**config.mk**
```make
export PLATFORM = sky130hd
export DESIGN_NAME = shift_chain_ctrl
export DESIGN_NICKNAME = d
export VERILOG_FILES = /design/src/rtl/shift_chain_ctrl_pkg.sv /design/src/rtl/shift_chain_ctrl_dff_chain.sv /design/src/rtl/shift_chain_ctrl.sv
export SDC_FILE = /design/constraint.sdc
export NUM_CORES = 1
export LEC_CHECK = 0
export CORE_ASPECT_RATIO = 0.8
export CORE_MARGIN = 2
export CORE_UTILIZATION = 52
export DETAILED_ROUTE_END_ITERATION = 16
export PLACE_DENSITY = 0.83
export SYNTH_ARGS = -nofsm -noshare
export SYNTH_HDL_FRONTEND = slang
export SYNTH_SLANG_ARGS = --single-unit
```
**constraint.sdc**
```tcl
create_clock -name clk -period 3.8 [get_ports clk]
set_clock_uncertainty 0.15 [all_clocks]
set_input_delay 0.76 -clock clk [delete_from_list [all_inputs] [get_ports clk]]
set_output_delay 0.76 -clock clk [all_outputs]
set_load 0.01 [all_outputs]
```
**src/rtl/shift_chain_ctrl_pkg.sv**
```systemverilog
// Shared definitions for the shift-chain sequencer.
//   state_e    : controller states (IDLE, RUN, DONE), 2-bit encoding
//   cnt_width  : run-counter width for a given word width and chain depth
package shift_chain_ctrl_pkg;

  typedef enum logic [1:0] {
    ST_IDLE = 2'd0,
    ST_RUN  = 2'd1,
    ST_DONE = 2'd2
  } state_e;

  // Counter must hold 0 .. width+depth-1 inclusive.
  function automatic int unsigned cnt_width(input int unsigned width,
                                            input int unsigned depth);
    return $clog2(width + depth + 1);
  endfunction

endpackage

```
**src/rtl/shift_chain_ctrl_dff_chain.sv**
```systemverilog
// DEPTH-stage posedge D-flip-flop shift chain.
//   clk : clock          rst : async reset, active-high
//   en  : shift enable   clr : synchronous clear (wins over en)
//   d   : serial input   q   : stage outputs, q[DEPTH-1] is the tail
module dff_chain #(
  parameter int unsigned DEPTH = 2
) (
  input  logic             clk,
  input  logic             rst,
  input  logic             en,
  input  logic             clr,
  input  logic             d,
  output logic [DEPTH-1:0] q
);

  for (genvar i = 0; i < DEPTH; i++) begin : g_stage
    logic d_in;

    if (i == 0) begin : g_head
      assign d_in = d;
    end else begin : g_body
      assign d_in = q[i-1];
    end

    always_ff @(posedge clk or posedge rst) begin
      if (rst) begin
        q[i] <= 1'b0;
      end else if (clr) begin
        q[i] <= 1'b0;
      end else if (en) begin
        q[i] <= d_in;
      end
    end
  end

endmodule

```
**src/rtl/shift_chain_ctrl.sv**
```systemverilog
// Sequencer for a DEPTH-stage shift chain: accepts a parallel word, drives it
// MSB-first through the chain, reassembles the bits leaving the tail and
// presents the word on an output handshake.
//   clk, rst             : clock, async active-high reset
//   in_valid/in_ready    : input word handshake, in_data word
//   abort                : synchronous abort, honoured only while running
//   out_valid/out_ready  : output word handshake, out_data word
//   busy                 : high while running or holding a result
//   ser_tap              : chain tail, for observation
module shift_chain_ctrl
  import shift_chain_ctrl_pkg::*;
#(
  parameter int unsigned WIDTH = 8,
  parameter int unsigned DEPTH = 2
) (
  input  logic             clk,
  input  logic             rst,
  input  logic             in_valid,
  input  logic [WIDTH-1:0] in_data,
  output logic             in_ready,
  input  logic             abort,
  output logic             out_valid,
  output logic [WIDTH-1:0] out_data,
  input  logic             out_ready,
  output logic             busy,
  output logic             ser_tap
);

  localparam int unsigned CNT_W = cnt_width(WIDTH, DEPTH);
  localparam logic [CNT_W-1:0] CNT_LAST  = CNT_W'(WIDTH + DEPTH - 1);
  localparam logic [CNT_W-1:0] CNT_FIRST = CNT_W'(DEPTH);

  state_e           state_q, state_d;
  logic [CNT_W-1:0] cnt_q, cnt_d;
  logic [WIDTH-1:0] load_q, load_d;
  logic [WIDTH-1:0] assy_q, assy_d;
  logic             chain_en, chain_clr;
  logic [DEPTH-1:0] chain_q;
  logic             chain_unused;

  dff_chain #(.DEPTH(DEPTH)) u_chain (
    .clk (clk),
    .rst (rst),
    .en  (chain_en),
    .clr (chain_clr),
    .d   (load_q[WIDTH-1]),
    .q   (chain_q)
  );

  assign ser_tap = chain_q[DEPTH-1];
  // Inner stages exist only for the chain itself; the tail is the observable bit.
  assign chain_unused = &chain_q;

  always_ff @(posedge clk or posedge rst) begin
    if (rst) begin
      state_q <= ST_IDLE;
      cnt_q   <= '0;
      load_q  <= '0;
      assy_q  <= '0;
    end else begin
      state_q <= state_d;
      cnt_q   <= cnt_d;
      load_q  <= load_d;
      assy_q  <= assy_d;
    end
  end

  // The load register shifts left each run cycle, so its MSB is the chain
  // input and it has already emptied to 0 once all WIDTH bits are sent.
  always_comb begin
    state_d   = state_q;
    cnt_d     = cnt_q;
    load_d    = load_q;
    assy_d    = assy_q;
    chain_en  = 1'b0;
    chain_clr = 1'b0;
    unique case (state_q)
      ST_IDLE: begin
        if (in_valid) begin
          load_d  = in_data;
          cnt_d   = '0;
          state_d = ST_RUN;
        end
      end
      ST_RUN: begin
        chain_en = 1'b1;
        load_d   = load_q << 1;
        if (cnt_q >= CNT_FIRST) begin
          assy_d = (assy_q << 1) | WIDTH'(ser_tap);
        end
        if (abort) begin
          state_d   = ST_IDLE;
          cnt_d     = '0;
          load_d    = '0;
          assy_d    = '0;
          chain_clr = 1'b1;
        end else if (cnt_q == CNT_LAST) begin
          state_d = ST_DONE;
        end else begin
          cnt_d = cnt_q + CNT_W'(1);
        end
      end
      ST_DONE: begin
        if (out_ready) begin
          state_d   = ST_IDLE;
          chain_clr = 1'b1;
        end
      end
      default: begin
        state_d = ST_IDLE;
      end
    endcase
  end

  assign in_ready  = (state_q == ST_IDLE);
  assign out_valid = (state_q == ST_DONE);
  assign busy      = (state_q != ST_IDLE);
  // Assembly register is mid-shift during a run; only expose it when complete.
  assign out_data  = out_valid ? assy_q : '0;

endmodule

```
# Yosys cells after proc, flatten, opt, wreduce, memory -nomap -nowiden
# Index checks and enable logic that the tools add are counted.
[op_classes] addsub=1 order_cmp=1 n_eq_ne=7 muxes=23 bitwise=1 n_reduce_logical=9
[op_table] operator="$mux W8" count=5
[op_table] operator="$pmux W8 S2" count=1
[op_table] operator="$mux W4" count=3
[op_table] operator="$mux W2" count=4
[op_table] operator="$or A8 B1 Y8" count=1
[op_table] operator="$pmux W4 S2" count=1
[op_table] operator="$reduce_bool A2 Y1" count=4
[op_table] operator="$mux W1" count=7
[op_table] operator="$ne A3 B3 Y1 const B" count=2
[op_table] operator="$pmux W2 S3" count=1
[op_table] operator="$reduce_and A3 Y1" count=2
[op_table] operator="$add A4 B1 Y4 const B" count=1
[op_table] operator="$eq A4 B4 Y1 const B" count=1
[op_table] operator="$ge A4 B2 Y1 const B" count=1
[op_table] operator="$reduce_and A2 Y1" count=2
[op_table] operator="$eq A2 B1 Y1 const B" count=1
[op_table] operator="$eq A2 B2 Y1 const B" count=1
[op_table] operator="$logic_not A2 Y1" count=1
[op_table] operator="$ne A2 B1 Y1 const B" count=1
[op_table] operator="$ne A2 B2 Y1 const B" count=1
[op_table] operator="$pmux W1 S2" count=1
[totals] regBits=24 inputBits=13 word_cells=48

# Depth between registers and ports, before layout
[logic_depth] depth_word=4 ltp_mapped=8

# Cells and area by module
# Synthesis repeated with hierarchy kept, for this count alone.
[unflattened] hier_cells=117 hier_area_um2=1244.9
[by_module_without_submodules] mod="shift_chain_ctrl" instances=1 cells_per_inst=109 area_per_inst_um2=1156.1
[by_module_without_submodules] mod="dff_chain" instances=1 cells_per_inst=8 area_per_inst_um2=88.8

# Worst setup path before layout
# OpenSTA, ideal clock, no wires.
[synth_path] kind="flip-flop to output port" startpoint="register state_q[0]" endpoint="output port out_data[0]" arrival_ps=986 slack_ps=1904 stages_incl_launch_ff=4 path_buffers=0 cell_sequence="dfrtp_1 inv_1 ha_1 and2_1"
[synth_between] elab_chain_len=2
[synth_lines] element="start, declared" line_no="shift_chain_ctrl.sv:33" rtl="state_e state_q, state_d;"
[synth_lines] element="start signal, assigned" line_no="shift_chain_ctrl.sv:61" rtl="state_q <= state_d;"
[synth_lines] element="$eq A2 B2 Y1" line_no="shift_chain_ctrl.sv:116" rtl="assign out_valid = (state_q == ST_DONE);"
[synth_lines] element="net out_valid" line_no="shift_chain_ctrl.sv:22" rtl="output logic out_valid,"
[synth_lines] element="$mux W8" line_no="shift_chain_ctrl.sv:119" rtl="assign out_data = out_valid ? assy_q : '0;"
[synth_lines] element="end, declared" line_no="shift_chain_ctrl.sv:23" rtl="output logic [WIDTH-1:0] out_data,"
# The timed path passes the listed nets, and every way through them passes these cells.

# Final worst setup path
[layout_path] startpoint="register state_q[0]" endpoint="output port out_data[4]"
[layout_between] elab_chain_len=2
[layout_lines] element="$eq A2 B2 Y1" line_no="shift_chain_ctrl.sv:116"
[layout_lines] element="$mux W8" line_no="shift_chain_ctrl.sv:119"
# No other way between the ends.

==> results summary <==
Counting buffers and inverters, the worst setup path is 4 cells deep. For this design the ratio of total power to cell area is 577 nW/um2. The required time reported for the critical path endpoint came out at 2.89 ns. The worst reg2reg path depth came out at 5.

The number of buffers inserted to repair setup after CTS is 0. The buffer depth of the longest clock path is 2. The worst hold path passes through 2 cells.

During synthesis, Yosys emitted a total of 0 warnings. The area of all sequential standard cells came out at 601 um2. The weighted congestion at the end of routability-driven global placement is 0.795. The maximum fanout along the worst path came out at 11. Gates resized during post-CTS repair numbered 0. The type of destination of the critical path is an output pin. Setup violations remaining at the end of the flow were counted as 0. The measured slew at the worst slew-check pin is 0.886 ns.

The fill cell instance count of the final layout came out at 179. The post-synthesis cell count is 112. The worst reg-to-reg setup slack came out at 1.60 ns. The die outline height is 47.3 um. The worst setup path is launched from a flip-flop. The area of the placeable core came out at 2200 um2. The sum of routed wire length over all layers is 2310 um. The worst pin sits at a relative slew slack of 0.409. The share of the Yosys chip area taken by registers is 0.492. The run finished with clean final reports. Relative to the synthesized area, the layout overhead comes to 22.3%. The total clock buffers created by CTS is 3. The worst supply voltage drop on vdd came out at 0.000358 V. The tightest min-delay check is of the reg -> reg type.

The fraction of synthesis flops using an asynchronous set or reset pin is 1.00. In this run the number of H-tree levels came out at 1. For this design, the slowest cell found on the critical path is sky130_fd_sc_hd__clkdlybuf4s50_1. The iteration count of the initial detailed-routing pass is 4. The cell family contributing the most delay on the critical path is buffers and inverters. By area the synthesized netlist is led by sky130_fd_sc_hd__dfrtp_1 49%, sky130_fd_sc_hd__ha_1 7.2%, sky130_fd_sc_hd__a22o_1 5.7%.

The worst-case hold path end point is load_q[0]. The post-detailed-placement half-perimeter wirelength is 1770 um. The number of antenna violations at the first check in global routing is 0. The number of distinct library cells after synthesis is 29.

The worst hold slack after final layout is 0.346 ns. The area of the multi-input gates is 573 um2. The capturing point of the worst reg2reg path is cnt_q[0]. For this configuration, the core starts out at a cell density of 0.556. For this block, the initial DRC count from the detailed router was 28. From left edge to right edge, the die measures 58.2 um. Port buffering added 24 buffers. The register clock-pin slew on the reported worst setup and hold paths is 0.12 ns. The boundary pin count came out at 25. The number of antenna-violating nets in the routed design is 0. The area share of the leading cell type in the synthesized netlist came out at 0.492.

The number of hold violations in the final report is 0. After detailed routing, the number of remaining DRC violations is 0. The final max-slew violation count came out at 0. sky130_fd_sc_hd__dfrtp_1 takes more of the synthesized area than any other cell. The type of the worst setup path is reg -> out. In this design, the stage delay of the slowest critical-path cell is 0.54 ns. The number of inserted diodes came out at 0. The worst hold path begins at load_q[0]. The critical path goes through inv_1, ha_1, and2_1, clkdlybuf4s50_1. Setup repair after global routing left no endpoint under its margin.

Dividing the detail-routed via count by the number of cells gives 5.62. The overall die area came out at 2750 um2. The leakage power summed over all cells is 0.673 nW. The number of global-route vias before repair came to 820. After clock tree synthesis, the flow added hold-fix buffers numbering 0. In the final design database the tool counted 158 nets. After synthesis, the mean cell area works out to 10.9 um2. The final routed wire length divided by cell count is 14.4 um. The insertion delay of the later-clocked pin in the worst-skew pair is 0.31 ns. The aggregate global-route resource usage came out at 0.191.

The clock sink count came out at 24. The startpoint of the worst-slack reg-to-reg timing path is state_q[1]. For the final routed database, the setup TNS stands at 0 ns. The number of vias after detailed routing is 905.

The flip-flop and latch count after synthesis came out at 24. Dividing the final minimum period by the clock period gives 0.742. The cell area that synthesis handed to floorplanning was 1220 um2. The number of enable flip-flop cells after synthesis is 0.

The wire length of the first global-routing pass is 3750 um. Counting both buffers and inverters, the worst setup path holds a total of 2. The post-layout minimum cycle time is 2.82 ns. Max-cap violations in this run came to 0.

The data arrival time at the worst-slack endpoint came out at 1.91 ns. The layout cell share with drive strength beyond 1 came out at 0.0662. The predominant post-synthesis flop cell is sky130_fd_sc_hd__dfrtp_1. For this run the aggregate overflow at the end of global routing stands at 0. The pin count of the biggest net entering global routing is 25. Timing would allow up to 354 MHz.

The floorplan has 15 rows. TritonCTS built the clock tree. In this run the clock root is driven by a sky130_fd_sc_hd__clkbuf_4.

The number of nets handed over by synthesis was 132.
cell families (layout without fill, tap and decap cells):
| family | count (synthesis) | in the layout | synth area share |
|---|---|---|---|
| AOI/OAI and AO/OA | 27 | 27 | 0.180 |
| adders and majority gates | 7 | 7 | 0.0717 |
| buffers and inverters | 10 | 34 | 0.0389 |
| DFF | 24 | 24 | 0.492 |
| muxes | 6 | 6 | 0.0512 |
| and+or+nand+nor | 38 | 38 | 0.166 |
how the worst max path moves through the flow:
stage                    start  slack [ns]     endpoint
finish              state_q[0]        0.98  out_data[4]
global route        state_q[0]        0.82  out_data[4]
CTS                 state_q[0]        0.95  out_data[4]
detailed placement       abort        1.29    assy_q[6]
global placement         abort        1.34    assy_q[1]
floorplan           state_q[0]        1.90  out_data[0]
metrics by stage:
step	utilization	setup slack [ns]	cells	power, W	area [um2]
after CTS	0.680	0.951	161	0.000873	1490
after global routing	0.680	0.822	161	0.000934	1490
final	0.680	0.979	161	0.000861	1490
after global placement	0.670	1.34	158	0.000747	1470
after detailed placement	0.670	1.29	158	0.000765	1470
after floorplan	-	1.90	112	0.000654	1220
state kept, by name, summed over array words and instances, names as in the netlist:
| signal | count |
|---|---|
| u_chain.g_stage.d_in | 1 |
| assy_q | 8 |
| load_q | 8 |
| u_chain.q | 1 |
| state_q | 2 |
| cnt_q | 4 |
final cells by class:
cell class	count	area share
sequential	24	0.402
multi-input combinational	78	0.384
clock buffer	3	0.0151
timing repair buffer	24	0.161
tap	25	0.0209
inverter	7	0.0176
cells in the mapped netlist, types with 2 or more instances:
master                     number
sky130_fd_sc_hd__mux2i_1        4
sky130_fd_sc_hd__a22o_1         8
sky130_fd_sc_hd__a221oi_1       7
sky130_fd_sc_hd__nor2b_1        2
sky130_fd_sc_hd__nor2_1        17
sky130_fd_sc_hd__nand2b_1       4
sky130_fd_sc_hd__nand2_1        2
sky130_fd_sc_hd__mux2_2         2
sky130_fd_sc_hd__o21ai_0        3
sky130_fd_sc_hd__ha_1           7
sky130_fd_sc_hd__and2_1         8
sky130_fd_sc_hd__a31oi_1        2
sky130_fd_sc_hd__inv_1          7
sky130_fd_sc_hd__dfrtp_1       24
metal layers:
layer	GRT usage	wire [um]	vias to the layer above
li1	-	-	449
met1	0.247	1100	432
met2	0.311	1090	19
met3	0.0496	96	5
met4	0.0837	26	0
met5	0	0	-
layout by cell type (no fill, tap or decap), drive strengths merged:
cell / netlist / final
a21oi: 1 / 1
a221oi: 7 / 7
a22o: 8 / 8
a22oi: 1 / 1
a31oi: 2 / 2
a32o: 1 / 1
and2: 9 / 9
and3: 1 / 1
and3b: 1 / 1
clkbuf: 1 / 3
clkdlybuf4s50: 0 / 24
dfrtp: 24 / 24
ha: 7 / 7
inv: 7 / 7
mux2: 2 / 2
mux2i: 4 / 4
nand2: 2 / 2
nand2b: 4 / 4
nand3b: 1 / 1
nor2: 17 / 17
nor2b: 2 / 2
o211ai: 1 / 1
o21ai: 4 / 4
o22ai: 1 / 1
o2bb2ai: 1 / 1
or4: 1 / 1
worst reg2reg max path, stage by stage, from the launching register on:
cell	delay, ns
sky130_fd_sc_hd__dfrtp_1	0.42
sky130_fd_sc_hd__inv_1	0.10
sky130_fd_sc_hd__ha_1	0.40
sky130_fd_sc_hd__nor2b_1	0.63
sky130_fd_sc_hd__nand3b_1	0.23
sky130_fd_sc_hd__mux2i_1	0.19
report_power, final:
group / switching, W / internal, W
sequential: 0.0000507 / 0.000331
combinational: 0.000206 / 0.000167
clock: 0.0000698 / 0.0000371
total: 0.000326 / 0.000535
(Power assumes the default switching activity.)
==> patch, RTL diff (same flow settings) <==
Encoding of `state_e`: now one-hot (3 bits for 3 states).
--- a/src/rtl/shift_chain_ctrl_pkg.sv
+++ b/src/rtl/shift_chain_ctrl_pkg.sv
@@ -3,10 +3,10 @@
 //   cnt_width  : run-counter width for a given word width and chain depth
 package shift_chain_ctrl_pkg;
 
-  typedef enum logic [1:0] {
-    ST_IDLE = 2'd0,
-    ST_RUN  = 2'd1,
-    ST_DONE = 2'd2
+  typedef enum logic [2:0] {
+    ST_IDLE = 3'b001,
+    ST_RUN  = 3'b010,
+    ST_DONE = 3'b100
   } state_e;
 
   // Counter must hold 0 .. width+depth-1 inclusive.
Function: same outputs for any inputs over 10 cycles, from zero or initial values and one cycle with rst high; not proved beyond that.
==> patch against the unedited design <==
  * Sequential cell count up 1
  * Utilization down 0.91 points
  * Wire length up 1.3%
  * Cell area up 11%
  * Synthesized area up 12%
  * Combinational power down 39%
  * Setup slack worse by 0.22 ns
  * Total power down 16%
  * Die area up 11%
==> patch: results (changes against the unedited design) <==
- The worst-case vdd ir drop is 318.8 µV (was 357.6 µV).
- The share of the yosys chip area belonging to registers is 0.4596 (was 0.4918).
- The endpoint of the worst register-to-register path was assy_q[4] (was cnt_q[0]).
- The worst setup slack before clock tree synthesis is 0.9239 ns (was 1.290 ns).
- Synth area leaders: dfrtp_1, mux2_2, nor2b_1, and2_1, ha_1 (was dfrtp_1, ha_1, a22o_1, nor2_1, a221oi_1).
- The post-detailed-route via-to-cell ratio is 5.261 (was 5.621).
- The share of synthesized area spent on multiplexers came to 0.1890 (was 0.05123).
- The number of nets in the synthesized netlist is 136 (was 132).
- The number of distinct library cell variants in the gate-level netlist after synthesis is 32 (was 29).
- The register-to-register setup slack is 1.82 ns (was 1.60 ns).
- Most used standard cells in the synthesized netlist: dfrtp_1, mux2_2, nor2b_1 (was dfrtp_1, nor2_1, a22o_1, and2_1).
- The detailed-placement wirelength estimate was 1736 µm (was 1766 µm).
- The mean instance size in the synthesized netlist is 11.37 µm² (was 10.90 µm²).
- The number of global-route vias before repair was 951 (was 820).
- The power density of the placed cells was 438.5 nW/µm² (was 576.6 nW/µm²).
- The post-synthesis to final-layout area growth is 21.19% (was 22.34%).
- The end of the worst hold path is load_q[6] (was load_q[0]).
- The clock tree buffer count of the final layout was 4 (was 3).
- The count of filler cells inserted in the layout was 207 (was 179).
- The count of sequential standard cells came to 25 (was 24).
- The full die area was 3051 µm² (was 2755 µm²).
- The highest net fanout along the worst path is 10 (was 11).
- The share of final layout cell area taken by clock buffers and inverters is 0.01590 (was 0.01508).
- The met1 track demand over resource is 0.2345 (was 0.2465).
- The final net count is 161 (was 158).
- The largest net degree at the start of global routing is 26 (was 25).
- The number of non-clock inverters in the layout is 5 (was 7).
- Outcome: finished, final reports clean (unchanged).
- The met3 global-route usage is 0.06037 (was 0.04959).
- The clock network power consumption is 0.117 mW (was 0.107 mW).
- The proportion of cell area occupied by multi-input gates came to 0.4209 (was 0.3836).
- The final-layout non-clock buffer area share came to 0.1453 (was 0.1608).
- The smallest hold slack is 0.3664 ns (was 0.3463 ns).
- The number of cells on the worst reg-to-reg path was 3 (was 5).
- The worst slew margin relative to its limit came to 0.3789 (was 0.4090).
- The flip-flop and latch share of the layout cell area is 0.3793 (was 0.4020).
- The number of multi-input combinational cells is 86 (was 78).
- The combinational share of power was 0.315 (was 0.433).
[patch: changes by cell type in the layout (fill, tap and decap cells not counted), sizes merged, moves of 4 or more]
cell / before / now
a22o: 8 / 0
nand2b: 4 / 0
nand3: 0 / 7
nor2: 17 / 3
ha: 7 / 3
mux2: 2 / 22
nor2b: 2 / 15
a221oi: 7 / 0
[patch: per-layer routing]
layer  share of wire  vias up
met1            0.47      460
met4               0        0
met5               0        -
met2            0.49       14
met3           0.040        0
li1                -      473
[patch: worst max path at each step]
| stage | endpoint | slack (ns) | cells past startpoint |
|---|---|---|---|
| 2_1_floorplan | out_data[0] | 1.71 | 3 |
| 3_3_place_gp | assy_q[2] | 0.96 | 4 |
| 3_5_place_dp | assy_q[4] | 0.92 | 4 |
| 4_1_cts | out_data[1] | 0.75 | 4 |
| 5_1_grt | out_data[1] | 0.65 | 4 |
| 6_report | out_data[1] | 0.76 | 4 |
